--- config.mk ---
export PLATFORM = sky130hd
export DESIGN_NAME = key_debounce_sched_flat
export DESIGN_NICKNAME = d
export VERILOG_FILES = /design/src/rtl/key_debounce_sched_if.sv /design/src/rtl/key_debounce_sched.sv /design/src/flat_wrapper.sv
export SDC_FILE = /design/constraint.sdc
export NUM_CORES = 1
export LEC_CHECK = 0
export ABC_AREA = 1
export BUFFER_PORTS_ARGS = -buffer_cell sky130_fd_sc_hd__buf_2
export CORE_ASPECT_RATIO = 0.7
export CORE_UTILIZATION = 55
export DETAILED_ROUTE_END_ITERATION = 8
export MAX_ROUTING_LAYER = met4
export PLACE_DENSITY = 0.78
export SYNTH_ARGS = -nofsm -noshare
export SYNTH_HDL_FRONTEND = slang
export SYNTH_SLANG_ARGS = --single-unit
--- constraint.sdc ---
create_clock -name sys_clk -period 2.55 [get_ports sys_clk]
set_input_delay 0.1275 -clock sys_clk [delete_from_list [all_inputs] [get_ports sys_clk]]
set_output_delay 0.1275 -clock sys_clk [all_outputs]
set_load 0.005 [all_outputs]
--- src/rtl/key_debounce_sched_if.sv ---
`default_nettype none
// ============================================================================
// key_debounce_sched_if : raw key pins in, debounced key events/levels out
// Rev 1.0
// ============================================================================
interface key_debounce_sched_if #(
    parameter int KEY_NUM = 4
);
    logic [KEY_NUM-1:0] key_in;
    logic [KEY_NUM-1:0] key_flag;
    logic [KEY_NUM-1:0] key_rls;
    logic [KEY_NUM-1:0] key_state;
    logic               busy;
    logic [2:0]         cur_key;

    modport master (
        output key_in,
        input  key_flag, key_rls, key_state, busy, cur_key
    );

    modport slave (
        input  key_in,
        output key_flag, key_rls, key_state, busy, cur_key
    );
endinterface
`default_nettype wire

--- src/rtl/key_debounce_sched.sv ---
`default_nettype none
// ============================================================================
// key_debounce_sched : one shared debounce counter serving KEY_NUM keys in RR
// Rev 1.0
// ============================================================================
module key_debounce_sched #(
    parameter int          KEY_NUM = 4,
    parameter logic [19:0] CNT_MAX = 20'd999_999
) (
    input  wire logic           sys_clk,
    input  wire logic           sys_rst,
    key_debounce_sched_if.slave bus
);

    typedef enum logic [1:0] {
        S_IDLE    = 2'd0,
        S_QUALIFY = 2'd1,
        S_COMMIT  = 2'd2
    } state_t;

    localparam logic [2:0]         c_LAST     = 3'(KEY_NUM - 1);
    localparam logic [19:0]        c_CNT_LAST = CNT_MAX - 20'd1;
    localparam logic [KEY_NUM-1:0] c_ONE      = {{(KEY_NUM-1){1'b0}}, 1'b1};

    state_t             r_state, w_state_nxt;
    logic [KEY_NUM-1:0] r_sync1, r_sync2;
    logic [KEY_NUM-1:0] r_key_state, w_key_state_nxt;
    logic [KEY_NUM-1:0] r_flag, w_flag_nxt;
    logic [KEY_NUM-1:0] r_rls, w_rls_nxt;
    logic [19:0]        r_cnt, w_cnt_nxt;
    logic [2:0]         r_rr_ptr, w_rr_nxt;
    logic [2:0]         r_sel, w_sel_nxt;
    logic [2:0]         r_cur_key, w_cur_nxt;
    logic               r_busy, w_busy_nxt;

    logic [KEY_NUM-1:0] w_pend;
    logic [KEY_NUM-1:0] w_sel_mask;
    logic [KEY_NUM-1:0] w_cand;
    logic [3:0]         w_idx;
    logic               w_hit;
    logic [2:0]         w_hit_idx;
    logic [2:0]         w_sel_inc;

    always_ff @(posedge sys_clk) begin
        if (sys_rst) begin
            r_sync1 <= '1;
            r_sync2 <= '1;
        end else begin
            r_sync1 <= bus.key_in;
            r_sync2 <= r_sync1;
        end
    end

    assign w_pend     = r_sync2 ^ r_key_state;
    assign w_sel_mask = c_ONE << r_sel;
    assign w_sel_inc  = (r_sel == c_LAST) ? 3'd0 : r_sel + 3'd1;

    // First pending key at or after rr_ptr, wrapping at KEY_NUM.
    always_comb begin
        w_hit     = 1'b0;
        w_hit_idx = 3'd0;
        w_idx     = 4'd0;
        w_cand    = '0;
        for (int k = 0; k < KEY_NUM; k++) begin
            w_idx = {1'b0, r_rr_ptr} + 4'(k);
            if (w_idx >= 4'(KEY_NUM)) begin
                w_idx = w_idx - 4'(KEY_NUM);
            end
            w_cand = w_pend & (c_ONE << w_idx);
            if (!w_hit && (|w_cand)) begin
                w_hit     = 1'b1;
                w_hit_idx = w_idx[2:0];
            end
        end
    end

    always_comb begin
        w_state_nxt     = r_state;
        w_cnt_nxt       = r_cnt;
        w_sel_nxt       = r_sel;
        w_rr_nxt        = r_rr_ptr;
        w_cur_nxt       = r_cur_key;
        w_busy_nxt      = r_busy;
        w_key_state_nxt = r_key_state;
        w_flag_nxt      = '0;
        w_rls_nxt       = '0;
        case (r_state)
            S_IDLE: begin
                if (w_hit) begin
                    w_sel_nxt   = w_hit_idx;
                    w_cur_nxt   = w_hit_idx;
                    w_cnt_nxt   = 20'd0;
                    w_busy_nxt  = 1'b1;
                    w_state_nxt = S_QUALIFY;
                end
            end
            S_QUALIFY: begin
                if (!(|(w_pend & w_sel_mask))) begin
                    w_cnt_nxt   = 20'd0;
                    w_busy_nxt  = 1'b0;
                    w_rr_nxt    = w_sel_inc;
                    w_state_nxt = S_IDLE;
                end else if (r_cnt == c_CNT_LAST) begin
                    w_state_nxt = S_COMMIT;
                end else begin
                    w_cnt_nxt = r_cnt + 20'd1;
                end
            end
            S_COMMIT: begin
                w_key_state_nxt = r_key_state ^ w_sel_mask;
                // Old level 1 (released) means the key has just been pressed.
                if (|(r_key_state & w_sel_mask)) begin
                    w_flag_nxt = w_sel_mask;
                end else begin
                    w_rls_nxt = w_sel_mask;
                end
                w_busy_nxt  = 1'b0;
                w_rr_nxt    = w_sel_inc;
                w_state_nxt = S_IDLE;
            end
            default: begin
                w_state_nxt = S_IDLE;
            end
        endcase
    end

    always_ff @(posedge sys_clk) begin
        if (sys_rst) begin
            r_state     <= S_IDLE;
            r_cnt       <= 20'd0;
            r_sel       <= 3'd0;
            r_rr_ptr    <= 3'd0;
            r_cur_key   <= 3'd0;
            r_busy      <= 1'b0;
            r_key_state <= '1;
            r_flag      <= '0;
            r_rls       <= '0;
        end else begin
            r_state     <= w_state_nxt;
            r_cnt       <= w_cnt_nxt;
            r_sel       <= w_sel_nxt;
            r_rr_ptr    <= w_rr_nxt;
            r_cur_key   <= w_cur_nxt;
            r_busy      <= w_busy_nxt;
            r_key_state <= w_key_state_nxt;
            r_flag      <= w_flag_nxt;
            r_rls       <= w_rls_nxt;
        end
    end

    assign bus.key_flag  = r_flag;
    assign bus.key_rls   = r_rls;
    assign bus.key_state = r_key_state;
    assign bus.busy      = r_busy;
    assign bus.cur_key   = r_cur_key;

endmodule
`default_nettype wire

--- src/flat_wrapper.sv ---
// flat-port wrapper written by rule: the top's interface ports become plain ports
module key_debounce_sched_flat 
#(
    parameter int          KEY_NUM = 4,
    parameter logic [19:0] CNT_MAX = 20'd999_999
)
  (sys_clk, sys_rst, bus_key_in, bus_key_flag, bus_key_rls, bus_key_state, bus_busy, bus_cur_key);
  key_debounce_sched_if #(.KEY_NUM(KEY_NUM)) bus_i ();
  input  wire logic sys_clk;
  input  wire logic sys_rst;
  input wire logic [$bits(bus_i.key_in)-1:0] bus_key_in;
  output wire logic [$bits(bus_i.key_flag)-1:0] bus_key_flag;
  output wire logic [$bits(bus_i.key_rls)-1:0] bus_key_rls;
  output wire logic [$bits(bus_i.key_state)-1:0] bus_key_state;
  output wire logic [$bits(bus_i.busy)-1:0] bus_busy;
  output wire logic [$bits(bus_i.cur_key)-1:0] bus_cur_key;
  assign bus_i.key_in = bus_key_in;
  assign bus_key_flag = bus_i.key_flag;
  assign bus_key_rls = bus_i.key_rls;
  assign bus_key_state = bus_i.key_state;
  assign bus_busy = bus_i.busy;
  assign bus_cur_key = bus_i.cur_key;
  key_debounce_sched #(.KEY_NUM(KEY_NUM), .CNT_MAX(CNT_MAX)) u_core (.sys_clk(sys_clk), .sys_rst(sys_rst), .bus(bus_i));
endmodule
==> metrics.cfg <==
[detailed_routing]
route.met2.wl_um=3009
num_vias=3062
wl_per_cell_um=13.55
routedLengthMet1_um=4042
ant_nets=0
firstDrtPassIters=5
avgViaCountPerCell=5.448
drt_iter0_markers=284
routed-wl-met3_um=507
highest_layer=met4
drc=0
wl_um=7617

[setup_path]
path_depth=12
regToRegStartpoint=u_core.r_rr_ptr[0]$_SDFFE_PP0P_
crit_end=u_core.r_cnt[1]$_SDFFE_PP0P_
critPathLaunchType=flip-flop
r2r_end=u_core.r_cnt[1]$_SDFFE_PP0P_
crit_family=simple AND/OR/NAND/NOR gates
cp-startpoint=u_core.r_rr_ptr[0]$_SDFFE_PP0P_
cp-end-kind=flip-flop
criticalPathCategory=flip-flop to flip-flop
cp_data_arrival_time_ps=2520
cp.required_ps=2770
rr_worst_depth=12
path_buf_inv=2
cpPeakStageDelay_ps=390
critPathMaxFanout=20
cp_cell_sequence=inv_4, ha_1, inv_1, nand3_1, nand3_1, nand2_2, nor2_4, nand4_4, nand2_4, nand2_1, nand2_1, nor2_1
r2r_slack_ps=250
slowest_stage=dfxtp_1

[final_layout]
layout_commonest_cell=nand2_1
nNetsFinal=513
fill_cells=494
multi_input_area_sq_mm=0.001844
layout-drive-gt1-share=0.1388
final_cells=562
regArea_sq_um=980.9
syn2layout_area_growth_pct=9.044
n_antenna_cell=0
layout_common_cells=nand2_1 (109), nor2_1 (63), nand3_1 (63), dfxtp_1 (49), inv_1 (42)

[yosys]
synth_warnings=0
synth_ff_type=dfxtp_1
avgSynthCellArea_sq_um=6.623
synth_edf_count=0
async_reset_ff_frac=0
synthesis.instances=470
synth_nets=494
ys_seq_elements=49
syn_area_sq_mm=0.003113
synth_seq_area_share=0.3151
yosys.cell_types.count=29

[pwr]
vdd_drop_max_mv=0.6741
total_leakage_power_nw=1.364
power_density_mw_per_mm2=791.7

[cts]
cts_root_buf=clkbuf_8
clk_latency_ps=310
cts.sink_count=49
h-tree-depth=2
cts_tree=built
post-cts-setup-buffers=0
cts_buffers=5
cts_buffer_depth=2
path_clk_slew_ps=100

[worst_hold_path]
min_path_type=primary input to flip-flop

[timing]
relSlewSlack=0.6788
worstMarginPinSlew_ps=477.4
tns_ps=0
setup_viol=0
fin_skew_ps=7.286
fmax_mhz=433.9
finalMaxSlewViolations=0
hold_viol=0
rsz0062_at_grt=false
period_needed_ps=2305
fin_crit_sh=0.9038

[die]
io_pins=22
row_count=22
initial_core_util=0.5829
die_area_sq_mm=0.005970
core_sq_mm=0.005340
die_w_um=91.92
die_h_um=64.95

[grt]
first_global_vias=2555
grt_pass1_wl_um=12380
antenna_found_initial=0
grt_use_total=0.2719
grt_max_degree=28
overflow=0

[place]
io_buffers=21
post-place-cells=552
place_hpwl_um=5522
place.gp.congestion=0.9701

[job]
drv_cap=0

[run_status]
outcome=finished clean

## per-stage QoR
stage | setup slack, ps | hold WS, ps | instance area (sq um) | power [mW] | util
2_1_floorplan | 596.0 | 231.3 | 3113 | 1.847 | -
3_3_place_gp | 331.4 | 310.9 | 3251 | 2.049 | 0.6087
3_5_place_dp | 233.2 | 317.8 | 3251 | 2.052 | 0.6087
4_1_cts | 168.7 | 0.9710 | 3390 | 2.658 | 0.6347
5_1_grt | 26.06 | 0.7568 | 3395 | 2.863 | 0.6357
6_report | 245.2 | 1.305 | 3395 | 2.688 | 0.6357
## cell families after synthesis
group | count (synthesis) | synth area share
AOI/OAI and AO/OA | 47 | 0.08319
xor gates and xnor gates | 13 | 0.03658
adders and majority gates | 18 | 0.07235
buffers and inverters | 67 | 0.09405
DFF | 49 | 0.3151
and+or+nand+nor | 276 | 0.3987
## metal layers
layer	GRT usage	up-vias
met5	-	-
met4	0.05859	0
met3	0.04343	9
met2	0.3582	109
met1	0.4245	1402
li1	-	1542
## worst min-delay path by stage
| stage | from | end | slack, ps | depth (start not counted) |
|---|---|---|---|---|
| after floorplan | bus_key_in[0] | u_core.r_sync1[0]$_SDFF_PP1_ | 230 | 1 |
| final | bus_key_in[0] | u_core.r_sync1[0]$_SDFF_PP1_ | 1 | 2 |
| after global routing | bus_key_in[0] | u_core.r_sync1[0]$_SDFF_PP1_ | 0.8 | 2 |
| after detailed placement | bus_key_in[1] | u_core.r_sync1[1]$_SDFF_PP1_ | 320 | 2 |
| after CTS | bus_key_in[0] | u_core.r_sync1[0]$_SDFF_PP1_ | 1 | 2 |
| after global placement | bus_key_in[3] | u_core.r_sync1[3]$_SDFF_PP1_ | 310 | 2 |
## sequential cells by signal (all words and copies together), names as in the netlist
| register | count |
|---|---|
| u_core.r_sel | 3 |
| u_core.bus.key_rls | 4 |
| u_core.r_cnt | 20 |
| u_core.bus.key_state | 4 |
| u_core.bus.busy | 1 |
| u_core.r_sync2 | 4 |
| u_core.r_sync1 | 4 |
| u_core.r_rr_ptr | 3 |
| u_core.r_state | 2 |
| u_core.bus.key_flag | 4 |
## power by group
group | switching (mW) | total [mW] | internal [mW]
Combinational | 0.865 | 1.22 | 0.355
Sequential | 0.0522 | 0.874 | 0.822
Clock | 0.293 | 0.594 | 0.301
## cells in the mapped netlist, types with 2 or more instances
| cell type | instances | area share |
|---|---|---|
| a21oi_1 | 30 | 0.048 |
| a21oi_2 | 5 | 0.014 |
| buf_2 | 4 | 0.0064 |
| buf_6 | 4 | 0.014 |
| clkbuf_1 | 8 | 0.0096 |
| dfxtp_1 | 49 | 0.32 |
| ha_1 | 18 | 0.072 |
| inv_1 | 42 | 0.051 |
| inv_2 | 7 | 0.0084 |
| nand2_1 | 109 | 0.13 |
| nand2_2 | 5 | 0.010 |
| nand3_1 | 63 | 0.10 |
| nand4_1 | 3 | 0.0060 |
| nand4_4 | 2 | 0.014 |
| nor2_1 | 63 | 0.076 |
| nor2_2 | 2 | 0.0040 |
| nor2_4 | 2 | 0.0072 |
| nor3_1 | 16 | 0.026 |
| o21ai_0 | 9 | 0.014 |
| o21bai_1 | 2 | 0.0048 |
| or2_2 | 8 | 0.016 |
| xnor2_1 | 3 | 0.0084 |
| xor2_1 | 10 | 0.028 |
## cell type report
type,count,share of cell area
Tap cell,72,0.02654
Timing Repair Buffer,29,0.05013
Sequential cell,49,0.2890
Multi-Input combinational cell,354,0.5433
Clock buffer,5,0.02027
Clock inverter,3,0.01474
Inverter,50,0.05603
## repair_timing
action,in CTS,in global routing
hold buffers,2,0
gates resized for setup,0,1
setup endpoints to repair,0,20
endpoints found under the hold margin,2,0
Note: power is estimated with default switching activity, not from simulation.
